## config.mk

```make
export PLATFORM = sky130hd
export DESIGN_NAME = truth_table_recorder_flat
export DESIGN_NICKNAME = d
export VERILOG_FILES = /design/src/rtl/truth_table_recorder_pkg.sv /design/src/rtl/truth_table_recorder_if.sv /design/src/rtl/truth_table_recorder_tt_row_store.sv /design/src/rtl/truth_table_recorder.sv /design/src/flat_wrapper.sv
export SDC_FILE = /design/constraint.sdc
export NUM_CORES = 1
export LEC_CHECK = 0
export ABC_AREA = 1
export BUFFER_PORTS_ARGS = -buffer_cell sky130_fd_sc_hd__buf_2
export CAP_MARGIN = 20
export CORE_UTILIZATION = 45
export DETAILED_ROUTE_END_ITERATION = 7
export HOLD_SLACK_MARGIN = 0.03
export PLACE_DENSITY = 0.77
export SLEW_MARGIN = 20
export SYNTH_ARGS = -nofsm -noshare
export SYNTH_HDL_FRONTEND = slang
export SYNTH_HIERARCHICAL = 1
export SYNTH_SLANG_ARGS = --single-unit
```

## constraint.sdc

```tcl
create_clock -name clk -period 1.8 [get_ports clk]
set_input_delay 0.09 -clock clk [delete_from_list [all_inputs] [get_ports clk]]
set_output_delay 0.09 -clock clk [all_outputs]
set_load 0.05 [all_outputs]
```

## src/rtl/truth_table_recorder_pkg.sv

```systemverilog
// Shared types and helpers for the truth-table recorder: FSM state
// encoding and the row-count computation used by RTL and benches alike.
package truth_table_recorder_pkg;

  // Supported range of DUT input counts.
  localparam int N_IN_MIN = 1;
  localparam int N_IN_MAX = 6;

  typedef enum logic {
    ST_COLLECT = 1'b0,
    ST_DUMP    = 1'b1
  } state_e;

  // Number of truth-table rows for a given number of inputs.
  function automatic int rows_of(input int n_in);
    return 1 << n_in;
  endfunction

endpackage

```

## src/rtl/truth_table_recorder_if.sv

```systemverilog
// Sample, status and dump signals between the DUT wrapper / bench side
// (master) and the truth-table recorder (slave).
interface truth_table_recorder_if #(
  parameter int N_IN = 2
);
  import truth_table_recorder_pkg::*;

  localparam int ROWS = rows_of(N_IN);

  logic            clear;
  logic            in_valid;
  logic            in_ready;
  logic [N_IN-1:0] in_vec;
  logic            in_out;
  logic [ROWS-1:0] table_q;
  logic [ROWS-1:0] seen_q;
  logic            complete;
  logic            conflict;
  logic            dump_start;
  logic            dump_valid;
  logic            dump_ready;
  logic [N_IN:0]   dump_row;
  logic            busy;

  modport slave (
    input  clear, in_valid, in_vec, in_out, dump_start, dump_ready,
    output in_ready, table_q, seen_q, complete, conflict,
           dump_valid, dump_row, busy
  );

  modport master (
    output clear, in_valid, in_vec, in_out, dump_start, dump_ready,
    input  in_ready, table_q, seen_q, complete, conflict,
           dump_valid, dump_row, busy
  );

endinterface

```

## src/rtl/truth_table_recorder_tt_row_store.sv

```systemverilog
// ROWS-entry truth-table storage: first-write-wins table bits, seen
// flags, sticky conflict detection and a read mux for the dump path.
module tt_row_store
  import truth_table_recorder_pkg::*;
#(
  parameter  int N_IN = 2,
  localparam int ROWS = rows_of(N_IN)
) (
  input  logic            clk_i,
  input  logic            rst_i,
  input  logic            clr_i,
  input  logic            wr_en_i,
  input  logic [N_IN-1:0] wr_idx_i,
  input  logic            wr_val_i,
  input  logic [N_IN-1:0] rd_idx_i,
  output logic [ROWS-1:0] table_o,
  output logic [ROWS-1:0] seen_o,
  output logic            complete_o,
  output logic            conflict_o,
  output logic            rd_val_o
);

  logic [ROWS-1:0] table_q, table_d;
  logic [ROWS-1:0] seen_q, seen_d;
  logic            complete_q, complete_d;
  logic            conflict_q, conflict_d;

  // Next-state: first sample of a row is kept; a later disagreeing sample
  // only raises the sticky conflict flag.
  always_comb begin
    table_d    = table_q;
    seen_d     = seen_q;
    conflict_d = conflict_q;
    if (wr_en_i) begin
      if (!seen_q[wr_idx_i]) begin
        table_d[wr_idx_i] = wr_val_i;
        seen_d[wr_idx_i]  = 1'b1;
      end else if (table_q[wr_idx_i] != wr_val_i) begin
        conflict_d = 1'b1;
      end
    end
    // Registered so complete lines up with the updated seen flags.
    complete_d = &seen_d;
  end

  // State registers; synchronous clear outranks any write on the same edge.
  always_ff @(posedge clk_i or posedge rst_i) begin
    if (rst_i) begin
      table_q    <= '0;
      seen_q     <= '0;
      complete_q <= 1'b0;
      conflict_q <= 1'b0;
    end else if (clr_i) begin
      table_q    <= '0;
      seen_q     <= '0;
      complete_q <= 1'b0;
      conflict_q <= 1'b0;
    end else begin
      table_q    <= table_d;
      seen_q     <= seen_d;
      complete_q <= complete_d;
      conflict_q <= conflict_d;
    end
  end

  assign table_o    = table_q;
  assign seen_o     = seen_q;
  assign complete_o = complete_q;
  assign conflict_o = conflict_q;
  assign rd_val_o   = table_q[rd_idx_i];

endmodule

```

## src/rtl/truth_table_recorder.sv

```systemverilog
// Truth-table recorder top: collects (input vector, output bit) samples
// into a row store, then dumps the table one row per handshake.
module truth_table_recorder
  import truth_table_recorder_pkg::*;
#(
  parameter int N_IN = 2
) (
  input  logic                   clk,
  input  logic                   reset,
  truth_table_recorder_if.slave  bus
);

  state_e          state_q;
  logic [N_IN-1:0] row_cnt_q;
  logic            collecting;
  logic            accept;
  logic            last_row;
  logic            rd_val;

  assign collecting = (state_q == ST_COLLECT);
  assign accept     = bus.in_valid && collecting;
  assign last_row   = (row_cnt_q == {N_IN{1'b1}});

  tt_row_store #(.N_IN(N_IN)) u_store (
    .clk_i      (clk),
    .rst_i      (reset),
    .clr_i      (bus.clear),
    .wr_en_i    (accept),
    .wr_idx_i   (bus.in_vec),
    .wr_val_i   (bus.in_out),
    .rd_idx_i   (row_cnt_q),
    .table_o    (bus.table_q),
    .seen_o     (bus.seen_q),
    .complete_o (bus.complete),
    .conflict_o (bus.conflict),
    .rd_val_o   (rd_val)
  );

  // Handshake outputs are decoded directly so a reset drops dump_valid at once.
  assign bus.in_ready   = collecting;
  assign bus.busy       = !collecting;
  assign bus.dump_valid = !collecting;
  assign bus.dump_row   = {row_cnt_q, rd_val};

  // Collect/dump FSM with its row counter; counter wraps to 0 at dump end.
  always_ff @(posedge clk or posedge reset) begin
    if (reset) begin
      state_q   <= ST_COLLECT;
      row_cnt_q <= '0;
    end else if (bus.clear) begin
      state_q   <= ST_COLLECT;
      row_cnt_q <= '0;
    end else begin
      case (state_q)
        ST_COLLECT: begin
          if (bus.dump_start && bus.complete) begin
            state_q   <= ST_DUMP;
            row_cnt_q <= '0;
          end
        end
        ST_DUMP: begin
          if (bus.dump_ready) begin
            if (last_row) begin
              row_cnt_q <= '0;
              state_q   <= ST_COLLECT;
            end else begin
              row_cnt_q <= row_cnt_q + 1'b1;
            end
          end
        end
        default: begin
          state_q   <= ST_COLLECT;
          row_cnt_q <= '0;
        end
      endcase
    end
  end

endmodule
```

## src/flat_wrapper.sv

```systemverilog
// flat-port wrapper written by rule: the top's interface ports become plain ports
module truth_table_recorder_flat import truth_table_recorder_pkg::*;
#(
  parameter int N_IN = 2
)
  (clk, reset, bus_clear, bus_in_valid, bus_in_vec, bus_in_out, bus_dump_start, bus_dump_ready, bus_in_ready, bus_table_q, bus_seen_q, bus_complete, bus_conflict, bus_dump_valid, bus_dump_row, bus_busy);
  truth_table_recorder_if #(.N_IN(N_IN)) bus_i ();
  input  logic clk;
  input  logic reset;
  input wire logic [$bits(bus_i.clear)-1:0] bus_clear;
  input wire logic [$bits(bus_i.in_valid)-1:0] bus_in_valid;
  input wire logic [$bits(bus_i.in_vec)-1:0] bus_in_vec;
  input wire logic [$bits(bus_i.in_out)-1:0] bus_in_out;
  input wire logic [$bits(bus_i.dump_start)-1:0] bus_dump_start;
  input wire logic [$bits(bus_i.dump_ready)-1:0] bus_dump_ready;
  output wire logic [$bits(bus_i.in_ready)-1:0] bus_in_ready;
  output wire logic [$bits(bus_i.table_q)-1:0] bus_table_q;
  output wire logic [$bits(bus_i.seen_q)-1:0] bus_seen_q;
  output wire logic [$bits(bus_i.complete)-1:0] bus_complete;
  output wire logic [$bits(bus_i.conflict)-1:0] bus_conflict;
  output wire logic [$bits(bus_i.dump_valid)-1:0] bus_dump_valid;
  output wire logic [$bits(bus_i.dump_row)-1:0] bus_dump_row;
  output wire logic [$bits(bus_i.busy)-1:0] bus_busy;
  assign bus_i.clear = bus_clear;
  assign bus_i.in_valid = bus_in_valid;
  assign bus_i.in_vec = bus_in_vec;
  assign bus_i.in_out = bus_in_out;
  assign bus_i.dump_start = bus_dump_start;
  assign bus_i.dump_ready = bus_dump_ready;
  assign bus_in_ready = bus_i.in_ready;
  assign bus_table_q = bus_i.table_q;
  assign bus_seen_q = bus_i.seen_q;
  assign bus_complete = bus_i.complete;
  assign bus_conflict = bus_i.conflict;
  assign bus_dump_valid = bus_i.dump_valid;
  assign bus_dump_row = bus_i.dump_row;
  assign bus_busy = bus_i.busy;
  truth_table_recorder #(.N_IN(N_IN)) u_core (.clk(clk), .reset(reset), .bus(bus_i));
endmodule
```

* Word level (Yosys, flattened, before mapping)
Cells that the tools add are included.
** Word-level totals
- Register bits :: 13
- Bits of input ports :: 9
- Output and inout bits :: 16
** Cells by class
- $add $sub $neg :: 1
- Order comparisons :: 3
- Equality and inequality tests :: 5
- Mux-type cells :: 30
- Bitwise logic cells :: 2
- Reduce and logical (&&, ||, !) cells :: 10
** Operators by type and width (number)
- 4-bit two-way mux :: 6
- 1-bit two-way mux :: 13
- 2-bit two-way mux :: 4
- 1-bit binary-select mux with 2-bit select :: 3
- 2-bit by 3-bit < comparator with 1-bit output (second input constant) :: 2
- 3-bit != test (second input constant) :: 2
- 2-bit nonzero test :: 3
- 4-bit bitwise mux :: 1
- 4-bit OR :: 1
- 2-bit one-hot mux with 2 select lines :: 1
- 2-bit AND reduction :: 2
- 4-bit AND reduction :: 1
- 1-bit logical AND :: 3
- 3-bit AND reduction :: 1
- 2-bit by 1-bit adder with 2-bit output (second input constant) :: 1
- 1-bit demux with 2-bit select :: 1
- 2-bit == test (second input constant) :: 1
- 2-bit by 1-bit greater-or-equal comparator with 1-bit output (second input constant) :: 1
- 2-bit != test (second input constant) :: 1
- 1-bit one-hot mux with 2 select lines :: 1
- 1-bit != test :: 1
- 1-bit NOT :: 1

* Depth between registers and ports, before layout
Gate-level depths: netlist of the first run.
- Word-level depth :: 9
- Gate-level depth with buffers :: 10

* Modules after synthesis
The synthesis of the first run kept the hierarchy.
** Modules (own cells, without submodules)
- tt_row_store :: instances 1, cells an instance 87, area an instance 601.8 um^2
- truth_table_recorder :: instances 1, cells an instance 28, area an instance 200.2 um^2

* Worst setup path before layout of the first run
OpenSTA, ideal clock, no wires.
- Path type :: flip-flop to flip-flop
- Start point :: register u_core.state_q (netlist: u_core/bus.busy)
- End point :: register u_core.u_store.complete_q (netlist: u_core/u_store/complete_o)
- Library setup time :: 0.101 ns
- Arrival time :: 1.422 ns
- Required time :: 1.699 ns
- Path slack :: 0.278 ns
- Cell stages (with the launch flop) :: 6
- Path buffers :: 0
- Period minus slack after synthesis :: 1.522 ns
- Path through :: dfrtp_1 > nor2_1 > inv_1 > o21bai_1 > inv_1 > nor4_1
** On the way
- Cells in the longest elaborated chain, start to end :: 5
** Ends and longest elaborated chain
- start: declaration :: RTL line truth_table_recorder.sv:13 : state_e state_q;
- start signal: assignment :: RTL line truth_table_recorder.sv:48 : state_q <= ST_COLLECT;
- start signal: assignment :: RTL line truth_table_recorder.sv:51 : state_q <= ST_COLLECT;
- start signal: assignment :: RTL line truth_table_recorder.sv:57 : state_q <= ST_DUMP;
- 1-bit NOT :: RTL line truth_table_recorder.sv:20 : assign collecting = (state_q == ST_COLLECT);
- 1-bit logical AND :: RTL line truth_table_recorder.sv:21 : assign accept = bus.in_valid && collecting;
- named net u_core.accept :: RTL line truth_table_recorder.sv:16 : logic accept;
- 4-bit two-way mux :: RTL line truth_table_recorder_tt_row_store.sv:34 : if (wr_en_i) begin
- 4-bit AND reduction :: RTL line truth_table_recorder_tt_row_store.sv:43 : complete_d = &seen_d;
- 1-bit two-way mux :: RTL line truth_table_recorder_tt_row_store.sv:53 : end else if (clr_i) begin
- end signal: assignment :: RTL line truth_table_recorder_tt_row_store.sv:61 : complete_q <= complete_d;
- end: declaration :: RTL line truth_table_recorder_tt_row_store.sv:25 : logic complete_q, complete_d;
The timed path passes the listed nets, and every way through them passes these cells.
A chain may end at the register's enable or synchronous reset.

* Final worst setup path of the first run
Same ends and word-level chain as after synthesis.

==> results of run 1 <==
-- final cells by class --
| cell class | instances | area (um^2) |
|---|---|---|
| clock buffer | 4 | 26.3 |
| fill | 157 | 632 |
| inverter | 18 | 70.1 |
| multi-input combinational | 80 | 373 |
| sequential | 13 | 325 |
| tap | 16 | 20.0 |
| timing repair buffer | 25 | 130 |
-- per-stage QoR --
step	util, %	hold slack (ps)	cells	setup slack (ps)
3_3_place_gp	57.6	-27.3	151	451
6_report	59.9	102	156	281
4_1_cts	59.9	91.1	156	300
3_5_place_dp	57.6	-23.2	151	340
5_1_grt	59.9	102	156	125
2_1_floorplan	-	-156	115	278
-- registers in the layout, summed over array words and instances (netlist names) --
name / flops
u_core/u_store/seen_o: 4
u_core/u_store/table_o: 4
u_core/row_cnt_q: 2
u_core/bus.busy: 1
u_core/u_store/complete_o: 1
u_core/u_store/conflict_o: 1
-- per-layer routing --
| metal | vias to the layer above | part of all wire [%] | global-route usage (%) |
|---|---|---|---|
| met5 | - | 0 | 0 |
| met4 | 0 | 1.1 | 9.09 |
| met3 | 4 | 5.3 | 2.86 |
| met2 | 29 | 47 | 33.2 |
| met1 | 376 | 47 | 26.4 |
| li1 | 409 | - | - |
-- synth_stat cells, drive strengths merged --
master / instances
nand3: 12
nor2: 13
nand3b: 1
nor4: 1
ha: 1
buf: 4
nand2: 38
nor3: 2
a21oi: 4
o21ai: 4
dfrtp: 13
inv: 18
nand4: 1
a31oi: 1
o21bai: 2
-- layout by cell type (no fill, tap or decap) --
cell | netlist | layout
clkbuf_4 | 0 | 3
dlygate4sd3_1 | 0 | 1
inv_1 | 15 | 15
o21ai_0 | 4 | 4
nor2_2 | 2 | 2
clkbuf_1 | 0 | 1
inv_2 | 2 | 2
a21oi_1 | 4 | 4
nand3b_1 | 1 | 1
nand2_1 | 37 | 37
a31oi_1 | 1 | 1
nand4_1 | 1 | 1
o21bai_1 | 2 | 2
nand3_2 | 2 | 2
inv_4 | 1 | 1
nor4_1 | 1 | 1
nand2_2 | 1 | 1
nor3_1 | 2 | 2
nand3_1 | 10 | 10
buf_2 | 0 | 24
nor2_1 | 11 | 11
dfrtp_1 | 13 | 13
ha_1 | 1 | 1
-- how the worst max path moves through the flow --
stage	startpoint	slack (ps)	cells past startpoint	end
5_1_grt	u_core/bus.busy$_DFF_PP0_	120	5	u_core/u_store/complete_o$_DFF_PP0_
6_report	u_core/bus.busy$_DFF_PP0_	280	5	u_core/u_store/complete_o$_DFF_PP0_
4_1_cts	u_core/bus.busy$_DFF_PP0_	300	5	u_core/u_store/complete_o$_DFF_PP0_
2_1_floorplan	u_core/bus.busy$_DFF_PP0_	280	5	u_core/u_store/complete_o$_DFF_PP0_
3_3_place_gp	u_core/bus.busy$_DFF_PP0_	450	5	u_core/u_store/complete_o$_DFF_PP0_
3_5_place_dp	u_core/bus.busy$_DFF_PP0_	340	5	u_core/u_store/complete_o$_DFF_PP0_
-- repair_timing --
action,CTS,global route
endpoints found under the hold margin,13,0
hold buffers,1,0
gates resized for setup,0,0
setup endpoints to repair,0,0
-- kinds of logic (layout without fill, tap and decap cells) --
kind of cell / count (synthesis) / in the layout / synth area share (%)
DFF: 13 / 13 / 40.6
buffers and inverters: 22 / 47 / 12.9
AOI/OAI and AO/OA: 11 / 11 / 7.64
adders and majority gates: 1 / 1 / 1.56
and+or+nand+nor: 68 / 68 / 37.3
-- worst max-delay path: cells and delay by family, from the launching register on --
kind / cells / cell delay (ps)
simple gates: 2 / 590
flops: 1 / 460
buf+inv: 2 / 210
compound gates: 1 / 160
-- report_power, final --
group / internal [W] / switching [W] / leakage, nW
sequential: 0.000301 / 0.00000880 / 0.178
clock: 0.0000859 / 0.0000929 / 0.0150
combinational: 0.0000345 / 0.0000990 / 0.378
==> impl_summary.log, run 1 <==
INFO  metric timing.hold.worst.start = bus_dump_ready
INFO  metric timing.rr.start = u_core/bus.busy$_DFF_PP0_
INFO  metric syn_area_per_cell = 6.97 um^2
INFO  metric count_of_unresolved_drc_violations_after_routing = 2
INFO  metric path_clk_slew = 80 ps
INFO  metric dp_hpwl = 1.42 mm
INFO  metric grt_antenna_before_repair = 0
INFO  metric htree_levels = 1
INFO  metric wire_length_of_the_first_global_routing_pass = 2.88 mm
INFO  metric cts.repair_timing.setup_buffer_count = 0
INFO  metric synth.yosys.seq_area_share = 40.6%
INFO  metric detailed_place.area = 908 um^2
INFO  metric crit_start_category = register
INFO  metric r2r_slack = 280 ps
INFO  metric fin_crit = 1520 ps
INFO  metric num_vias = 818
INFO  metric chipWidth = 44.2 um
INFO  metric avgViaCountPerCell = 5.24
INFO  metric antenna_cells_inserted = 0
INFO  metric final_cell_area = 945 um^2
INFO  metric core_region_area = 1580 um^2
INFO  metric die_footprint = 1950 um^2
INFO  metric max_freq = 658 MHz
INFO  metric start_util = 50.9%
INFO  metric holdPathEnd = u_core/row_cnt_q[1]$_DFFE_PP0P_
INFO  metric clkLatencyLatePin = 270 ps
INFO  metric synth_fp_nets = 125
INFO  metric total_power = 0.000623 W
INFO  metric initialDrtViolationCount = 21
INFO  metric crit_path_cell_trace = nor2_1, inv_1, o21bai_1, inv_1, nor4_1
INFO  metric worst_ep_required_time = 1970 ps
INFO  metric number_of_clock_sinks_seen_by_cts = 13
INFO  metric grt-ovfl-total = 0
INFO  metric floorplan.die.height = 44.2 um
INFO  metric first_pass_iters = 6
INFO  metric numPortBuffers = 24
INFO  metric layout-drive-gt1-share = 25.0%
INFO  metric placementRows = 14
INFO  metric leakage = 0.572 nW
INFO  metric hold_viol = 0
INFO  metric synthesis.yosys.warnings = 6
INFO  metric number_of_global_route_vias_before_repair = 656
INFO  metric layout-area-overhead-vs-synth = 17.8%
INFO  metric ir_worst_vdd = 0.326 mV
INFO  metric synth.area.top_cells = dfrtp_1 41%, nand2_1 17%, inv_1 7.0%
INFO  metric power.density_cell_area = 659 nW/um^2
INFO  metric synth.lib_cells_used.distinct = 21
INFO  metric cts_inserted_buffers = 3
INFO  metric worst_hold_path.num_cells = 3
INFO  metric worst_hold_path_type = primary input to register
INFO  metric worst_slew_pin_slew = 404 ps
INFO  metric syn_area = 802 um^2
INFO  metric routed_wl = 1.84 mm
INFO  metric worst-setup-path-type = register to register
INFO  metric clock-root-buffer = clkbuf_4
INFO  metric report.final.slew_viol_count = 0
INFO  metric slew-limit-headroom = 73.1%
INFO  metric maximum_single_stage_delay_on_the_critical_path = 460 ps
INFO  metric cts_tree = yes
INFO  metric place.gp.congestion = 0.866
INFO  metric design.final.nets = 151
INFO  metric timing.clock.skew = 0.864 ps
INFO  metric global_route.usage.total = 20.2%
INFO  metric worstReg2RegEnd = u_core/u_store/complete_o$_DFF_PP0_
INFO  metric setup_viol_count_final = 0
INFO  metric final.setup.tns = 0 ps
INFO  metric timing.critical_path.slowest_stage_cell = dfrtp_1
INFO  metric timing.reg2reg.worst_path_depth = 5
INFO  metric cap_viol_max_count = 0
INFO  metric antenna_left = 0
INFO  metric largest_net_degree_at_the_start_of_global_routing = 11
INFO  metric post_drt_wl_per_cell = 11.8 um
INFO  metric post-synth-top-area-fraction = 40.6%
INFO  metric result_of_the_run = complete, but fails checks
INFO  metric yosys.area.top_type = dfrtp_1
INFO  metric clock_path_buffers = 2
INFO  metric crit_path_frequent_cell = inv_1
INFO  metric grt_setup_unrepaired = no
INFO  metric final_period_util = 84.4%
INFO  metric ios = 25
INFO  metric violations = design-rule violations
INFO  metric cp_data_arrival_time = 1690 ps
INFO  metric ys_seq_elements = 13
INFO  metric setup.worst_path.end_class = register
INFO  metric synthCells = 115
INFO  metric critPathMaxFanout = 8
No activity file was read; power rests on OpenSTA's default activity.
==> inputs of run 2 (changes only) <==
==> constraint.sdc (replaced) <==
create_clock -name clk -period 1.4 [get_ports clk]
set_input_delay 0.07 -clock clk [delete_from_list [all_inputs] [get_ports clk]]
set_output_delay 0.07 -clock clk [all_outputs]
set_load 0.05 [all_outputs]
==> run 2 against run 1 <==
  * The flow still finishes with violations (design-rule violations)
  * Cell area rose by 2.1%
  * Clock-buffer cell count did not move
  * Combinational power rose by 30%
  * Power rose by 29%
  * Register-to-register slack got worse by 190 ps
==> impl_summary.log, run 2 (synthesis results as in run 1) <==
INFO  metric timing.clock.skew = 4.32 ps
INFO  metric final_period_util = 93.5%
INFO  metric result_of_the_run = complete, but fails checks
INFO  metric antenna_cells_inserted = 0
INFO  metric grt-ovfl-total = 0
INFO  metric worst_ep_required_time = 1330 ps
INFO  metric report.final.slew_viol_count = 0
INFO  metric layout.cells.most_common = nand2_1
INFO  metric clkLatencyLatePin = 270 ps
INFO  metric final.setup.tns = 0 ps
INFO  metric die_footprint = 1950 um^2
INFO  metric slew-limit-headroom = 75.0%
INFO  metric timing.hold.worst.start = bus_dump_ready
INFO  metric final.hold.worst_slack = 80.0 ps
INFO  metric r2r_slack = 90 ps
INFO  metric dp_hpwl = 1.36 mm
INFO  metric num_vias = 810
INFO  metric total_power = 0.000800 W
INFO  metric worst_slew_pin_slew = 374 ps
INFO  metric grt_setup_unrepaired = no
INFO  metric violations = design-rule violations
INFO  metric worst_hold_path_type = primary input to register
INFO  metric floorplan.die.height = 44.2 um
INFO  metric global_route.usage.total = 18.6%
INFO  metric layout-area-overhead-vs-synth = 20.3%
INFO  metric grt_antenna_before_repair = 0
INFO  metric setup_viol_count_final = 0
INFO  metric timing.rr.start = u_core/bus.busy$_DFF_PP0_
INFO  metric core_region_area = 1580 um^2
INFO  metric layout_common_cells = 37 x nand2_1, 23 x buf_2, 15 x inv_1
INFO  metric cp_data_arrival_time = 1240 ps
INFO  metric fin_crit = 1310 ps
INFO  metric layout-drive-gt1-share = 27.7%
INFO  metric htree_levels = 1
INFO  metric start_util = 50.9%
INFO  metric antenna_left = 0
INFO  metric wire_length_of_the_first_global_routing_pass = 2.71 mm
INFO  metric ir_worst_vdd = 0.580 mV
INFO  metric chipWidth = 44.2 um
INFO  metric routed_wl = 1.75 mm
INFO  metric hold_viol = 0
INFO  metric worst_hold_path.num_cells = 3
INFO  metric worstReg2RegEnd = u_core/u_store/complete_o$_DFF_PP0_
INFO  metric numPortBuffers = 24
INFO  metric worst-setup-path-type = register to output pin
INFO  metric cts_inserted_buffers = 3
INFO  metric ios = 25
INFO  metric initialDrtViolationCount = 22
INFO  metric path_clk_slew = 80 ps
INFO  metric critPathMaxFanout = 6
INFO  metric crit_start_category = register
INFO  metric clock-root-buffer = clkbuf_4
INFO  metric cap_viol_max_count = 0
INFO  metric timing.reg2reg.worst_path_depth = 5
INFO  metric max_freq = 764 MHz
INFO  metric power.density_cell_area = 829 nW/um^2
INFO  metric place.gp.congestion = 0.879
INFO  metric largest_net_degree_at_the_start_of_global_routing = 11
INFO  metric placementRows = 14
INFO  metric number_of_clock_sinks_seen_by_cts = 13
INFO  metric clock_path_buffers = 2
INFO  metric leakage = 0.575 nW
INFO  metric count_of_unresolved_drc_violations_after_routing = 1
INFO  metric setup.worst_path.end_class = output pin
INFO  metric crit_path_start = u_core/row_cnt_q[0]$_DFFE_PP0P_
INFO  metric post_drt_wl_per_cell = 11.2 um
INFO  metric design.final.nets = 152
INFO  metric avgViaCountPerCell = 5.16
INFO  metric holdPathEnd = u_core/row_cnt_q[1]$_DFFE_PP0P_
INFO  metric first_pass_iters = 8
INFO  metric number_of_global_route_vias_before_repair = 696
INFO  metric cts_tree = yes
-- run 2: cell types whose count changed in the layout (fill, tap and decap cells not counted) --
cell     change
buf_4        +2
dfrtp_1      -2
dfrtp_2      +2
buf_2        -1
nor2_1       -1
nor2_4       +1
-- run 2: critical path, stage by stage, from the launching register on --
cell     delay, ps
dfrtp_2        440
a21oi_1        140
o21ai_0         90
o21ai_0         80
buf_4          220
-- run 2: worst max path at each step --
stage,end,cells after the start
finish,bus_dump_row[0],4
global route,u_core/u_store/complete_o$_DFF_PP0_,5
CTS,bus_dump_row[0],4
detailed placement,u_core/u_store/complete_o$_DFF_PP0_,5
global placement,u_core/u_store/complete_o$_DFF_PP0_,5
floorplan,u_core/u_store/table_o[3]$_DFFE_PP0P_,8
-- run 2: through the flow --
step	util (%)	cells	setup WS (ps)	area, um^2
final	61.2	157	91.4	965
after global routing	61.2	157	15.4	965
after CTS	60.3	156	24.8	951
after detailed placement	57.9	151	65.3	912
after global placement	57.9	151	143	912
after floorplan	-	115	73.3	806
-- run 2: what timing repair did --
item | 4_1_cts | 5_1_grt
pin swaps | 0 | 1
resized for setup | 1 | 2
gates cloned | 0 | 0
endpoints found under the hold margin | 13 | 0
setup endpoints to repair | 1 | 2
hold buffers | 1 | 0
buffers inserted | 0 | 1
-- run 2: final cells by class --
class	instances	area [um^2]
Multi-Input combinational cell	80	380
Timing Repair Buffer	26	140
Sequential cell	13	328
Clock buffer	4	26.3
Tap cell	16	20.0
Inverter	18	70.1
Fill cell	169	612
-- run 2: per-layer routing --
layer | track usage (%) | wire [um] | vias up
met3 | 6.94 | 89 | 2
met4 | 4.24 | 9 | 0
met2 | 31.2 | 810 | 21
li1 | - | - | 415
met1 | 22.9 | 842 | 372
met5 | 0 | 0 | -
-- run 2: power by group --
group	internal, W	switching [W]	total [W]
clock network	0.000110	0.000118	0.000229
registers	0.000387	0.0000105	0.000398
logic	0.0000466	0.000127	0.000174
==> inputs of run 3 (changes only) <==
--- a/config.mk
+++ b/config.mk
@@ -8,12 +8,11 @@
 export ABC_AREA = 1
 export BUFFER_PORTS_ARGS = -buffer_cell sky130_fd_sc_hd__buf_2
 export CAP_MARGIN = 20
-export CORE_UTILIZATION = 45
+export CORE_UTILIZATION = 44
 export DETAILED_ROUTE_END_ITERATION = 7
 export HOLD_SLACK_MARGIN = 0.03
-export PLACE_DENSITY = 0.77
+export PLACE_DENSITY = 0.78
 export SLEW_MARGIN = 20
 export SYNTH_ARGS = -nofsm -noshare
 export SYNTH_HDL_FRONTEND = slang
-export SYNTH_HIERARCHICAL = 1
 export SYNTH_SLANG_ARGS = --single-unit
==> constraint.sdc (replaced) <==
create_clock -name clk -period 1.19 [get_ports clk]
set_input_delay 0.0595 -clock clk [delete_from_list [all_inputs] [get_ports clk]]
set_output_delay 0.0595 -clock clk [all_outputs]
set_load 0.05 [all_outputs]
==> run 3 against run 2 <==
  * The run ends with design-rule violations, negative setup slack left
  * Clock power up 24%
  * Worst setup slack lost 180 ps
  * Critical path type unchanged
  * Global-route usage increased by 2.4 points
  * Non-clock buffer count up 4
  * Hold slack got worse by 49 ps
  * Highest routed layer unchanged
  * Synthesized area is 1.2% higher
  * Largest cell class unchanged
  * Register-to-register slack got worse by 20 ps
  * Clock skew is 3.6 ps lower
  * Sequential power increased by 19%
==> impl_summary.log, run 3 <==
INFO  metric result_of_the_run = complete, but fails checks
INFO  metric violations = design-rule violations, negative setup slack
INFO  metric synth.most_common_cell = nand2_1
INFO  metric place.gp.congestion = 0.845
INFO  metric clkLatencyLatePin = 280 ps
INFO  metric count_of_unresolved_drc_violations_after_routing = 2
INFO  metric ios = 25
INFO  metric clock-root-buffer = clkbuf_4
INFO  metric final.setup.tns = -88.8 ps
INFO  metric path_clk_slew = 90 ps
INFO  metric numPortBuffers = 24
INFO  metric clock_path_buffers = 2
INFO  metric hold_viol = 0
INFO  metric worst-setup-path-type = register to output pin
INFO  metric layout-drive-gt1-share = 44.4%
INFO  metric leakage = 0.592 nW
INFO  metric htree_levels = 1
INFO  metric layout.cells.non_filler = 167
INFO  metric pre_cts_slack = 70.3 ps
INFO  metric detailed_place.area = 943 um^2
INFO  metric layout.cells.most_common = nand2_1
INFO  metric cp_data_arrival_time = 1220 ps
INFO  metric worst_ep_required_time = 1130 ps
INFO  metric worstReg2RegEnd = u_core.u_store.conflict_o$_DFFE_PP0P_
INFO  metric worst_hold_path_type = primary input to register
INFO  metric synth.area.top_cells = dfrtp_1 40%, nand2_1 16%, inv_1 6.0%
INFO  metric post-route-worst-setup-slack = -88.8 ps
INFO  metric setup_viol_count_final = 1
INFO  metric final_period_util = 107%
INFO  metric start_util = 47.0%
INFO  metric avgViaCountPerCell = 4.97
INFO  metric max_freq = 782 MHz
INFO  metric timing.clock.skew = 0.716 ps
INFO  metric layout-area-overhead-vs-synth = 32.2%
INFO  metric synth-edff-count = 0
INFO  metric cts_inserted_buffers = 3
INFO  metric ir_worst_vdd = 0.512 mV
INFO  metric critical_path.top_delay_family = flip-flops
INFO  metric syn_area = 812 um^2
INFO  metric grt-ovfl-total = 0
INFO  metric synth_fp_nets = 123
INFO  metric synthCells = 113
INFO  metric worst_slew_pin_slew = 510 ps
INFO  metric num_vias = 830
INFO  metric chipWidth = 45.0 um
INFO  metric first_pass_iters = 6
INFO  metric report.final.slew_viol_count = 0
INFO  metric fillers = 161
INFO  metric maximum_single_stage_delay_on_the_critical_path = 370 ps
INFO  metric cts_tree = yes
INFO  metric antenna_cells_inserted = 0
INFO  metric initialDrtViolationCount = 25
INFO  metric antenna_left = 0
INFO  metric synthesis.yosys.warnings = 0
INFO  metric syn_area_per_cell = 7.19 um^2
INFO  metric global_route.usage.total = 21.0%
INFO  metric crit_start_category = register
INFO  metric slew-limit-headroom = 65.9%
INFO  metric dp_hpwl = 1.30 mm
INFO  metric holdPathEnd = u_core.u_store.seen_o[0]$_DFF_PP0_
INFO  metric crit_path_cell_trace = inv_1, o21ai_2, a21oi_2, a21oi_1, buf_4
INFO  metric number_of_clock_sinks_seen_by_cts = 13
INFO  metric post_drt_wl_per_cell = 11.4 um
INFO  metric r2r_slack = 70 ps
INFO  metric layout_common_cells = 33 x nand2_1, 23 x buf_2, 11 x inv_1
INFO  metric floorplan.die.height = 45.0 um
INFO  metric timing.reg2reg.worst_path_depth = 8
INFO  metric final_cell_area = 1070 um^2
INFO  metric grt_setup_unrepaired = yes
INFO  metric placementRows = 15
INFO  metric cp_num_buf_inv = 2
INFO  metric design.final.nets = 153
INFO  metric placed_cells = 157
INFO  metric synth_top_cells_by_count = 35 x nand2_1, 13 x dfrtp_1, 13 x inv_1
INFO  metric post-synth-top-area-fraction = 40.1%
INFO  metric core_region_area = 1730 um^2
INFO  metric largest_net_degree_at_the_start_of_global_routing = 14
INFO  metric synth_ff_type = dfrtp_1
INFO  metric fin_crit = 1280 ps
INFO  metric timing.rr.start = u_core.u_store.table_o[1]$_DFFE_PP0P_
INFO  metric worst_hold_path.num_cells = 2
INFO  metric setup.worst_path.end_class = output pin
INFO  metric cap_viol_max_count = 0
INFO  metric timing.critical_path.slowest_stage_cell = dfrtp_2
INFO  metric number_of_global_route_vias_before_repair = 721
INFO  metric ys_seq_elements = 13
INFO  metric grt_antenna_before_repair = 0
INFO  metric synth.yosys.seq_area_share = 40.1%
INFO  metric yosys.area.top_type = dfrtp_1
INFO  metric final_util = 62.2%
INFO  metric ys_async_sr_fraction = 100%
INFO  metric power.density_cell_area = 923 nW/um^2
INFO  metric critPathMaxFanout = 2
INFO  metric wire_length_of_the_first_global_routing_pass = 3.05 mm
INFO  metric timing.hold.worst.start = bus_clear
INFO  metric die_footprint = 2020 um^2
INFO  metric synth.lib_cells_used.distinct = 21
INFO  metric routed_wl = 1.90 mm
run 3: changes by cell type in the layout (fill, tap and decap cells not counted), sizes merged, moves of 2 or more:
cell,change
buf,+3
clkinv,+2
inv,-2
nand3,-2
nor2,-2
run 3: cell type report:
class | count | area (um^2) | share of cell area, %
clock buffers | 3 | 22.5 | 2.10
repair buffers | 30 | 173 | 16.1
flip-flops and latches | 13 | 335 | 31.2
inverters | 17 | 71.3 | 6.64
well taps | 25 | 31.3 | 2.91
clock inverters | 1 | 5.00 | 0.466
multi-input cells | 78 | 435 | 40.6
run 3: power breakdown:
part	internal (W)	switching, W
clock	0.000125	0.000160
combinational	0.0000711	0.000163
sequential	0.000457	0.0000149
total	0.000653	0.000337
run 3: logic make-up after synthesis:
group	count (synthesis)	synth area share [%]
flops	13	40.1
fa+ha+maj	1	1.54
compound gates	13	9.24
simple gates	64	35.7
buf+inv	22	13.4
run 3: metal layers:
layer / up-vias / global-route usage, % / share of wire (%)
li1: 412 / - / -
met1: 373 / 26.8 / 44
met2: 36 / 34.8 / 48
met3: 9 / 3.60 / 5.3
met4: 0 / 9.09 / 2.8
met5: - / 0 / 0
run 3: how the worst max path moves through the flow:
stage                                          startpoint                                    end  slack (ps)  cells after the start
floorplan                       u_core.bus.busy$_DFF_PP0_  u_core.u_store.table_o[2]$_DFFE_PP0P_         -40                      8
global placement                u_core.bus.busy$_DFF_PP0_     u_core.u_store.seen_o[3]$_DFF_PP0_         110                      6
detailed placement              u_core.bus.busy$_DFF_PP0_    u_core.u_store.complete_o$_DFF_PP0_          70                      5
CTS                       u_core.row_cnt_q[0]$_DFFE_PP0P_                        bus_dump_row[0]         -90                      5
global route              u_core.row_cnt_q[0]$_DFFE_PP0P_                        bus_dump_row[0]        -150                      5
finish              u_core.u_store.table_o[1]$_DFFE_PP0P_                        bus_dump_row[0]         -90                      5
run 3: through the flow:
stage                     hold WS [ps]  power [W]
after floorplan                  -64.1   0.000642
after global placement             107   0.000681
after detailed placement           113   0.000685
after CTS                         35.3   0.000966
after global routing              45.2    0.00103
final                             31.4   0.000990
run 3: worst reg2reg max path, stage by stage, from the launching register on:
cell     delay, ps
dfrtp_2        410
buf_4          140
nand2_1         50
nand2_1         50
nand2_1         70
nand2_1         60
nand2_1         60
nand3_1         80
a21oi_1        130
run 3: repair_timing:
item / 4_1_cts / 5_1_grt
hold endpoints to repair: 14 / 0
buffers inserted: 3 / 1
endpoints found under the setup margin: 1 / 7
pin swaps: 0 / 7
hold buffers: 2 / 0
gates resized for setup: 4 / 10
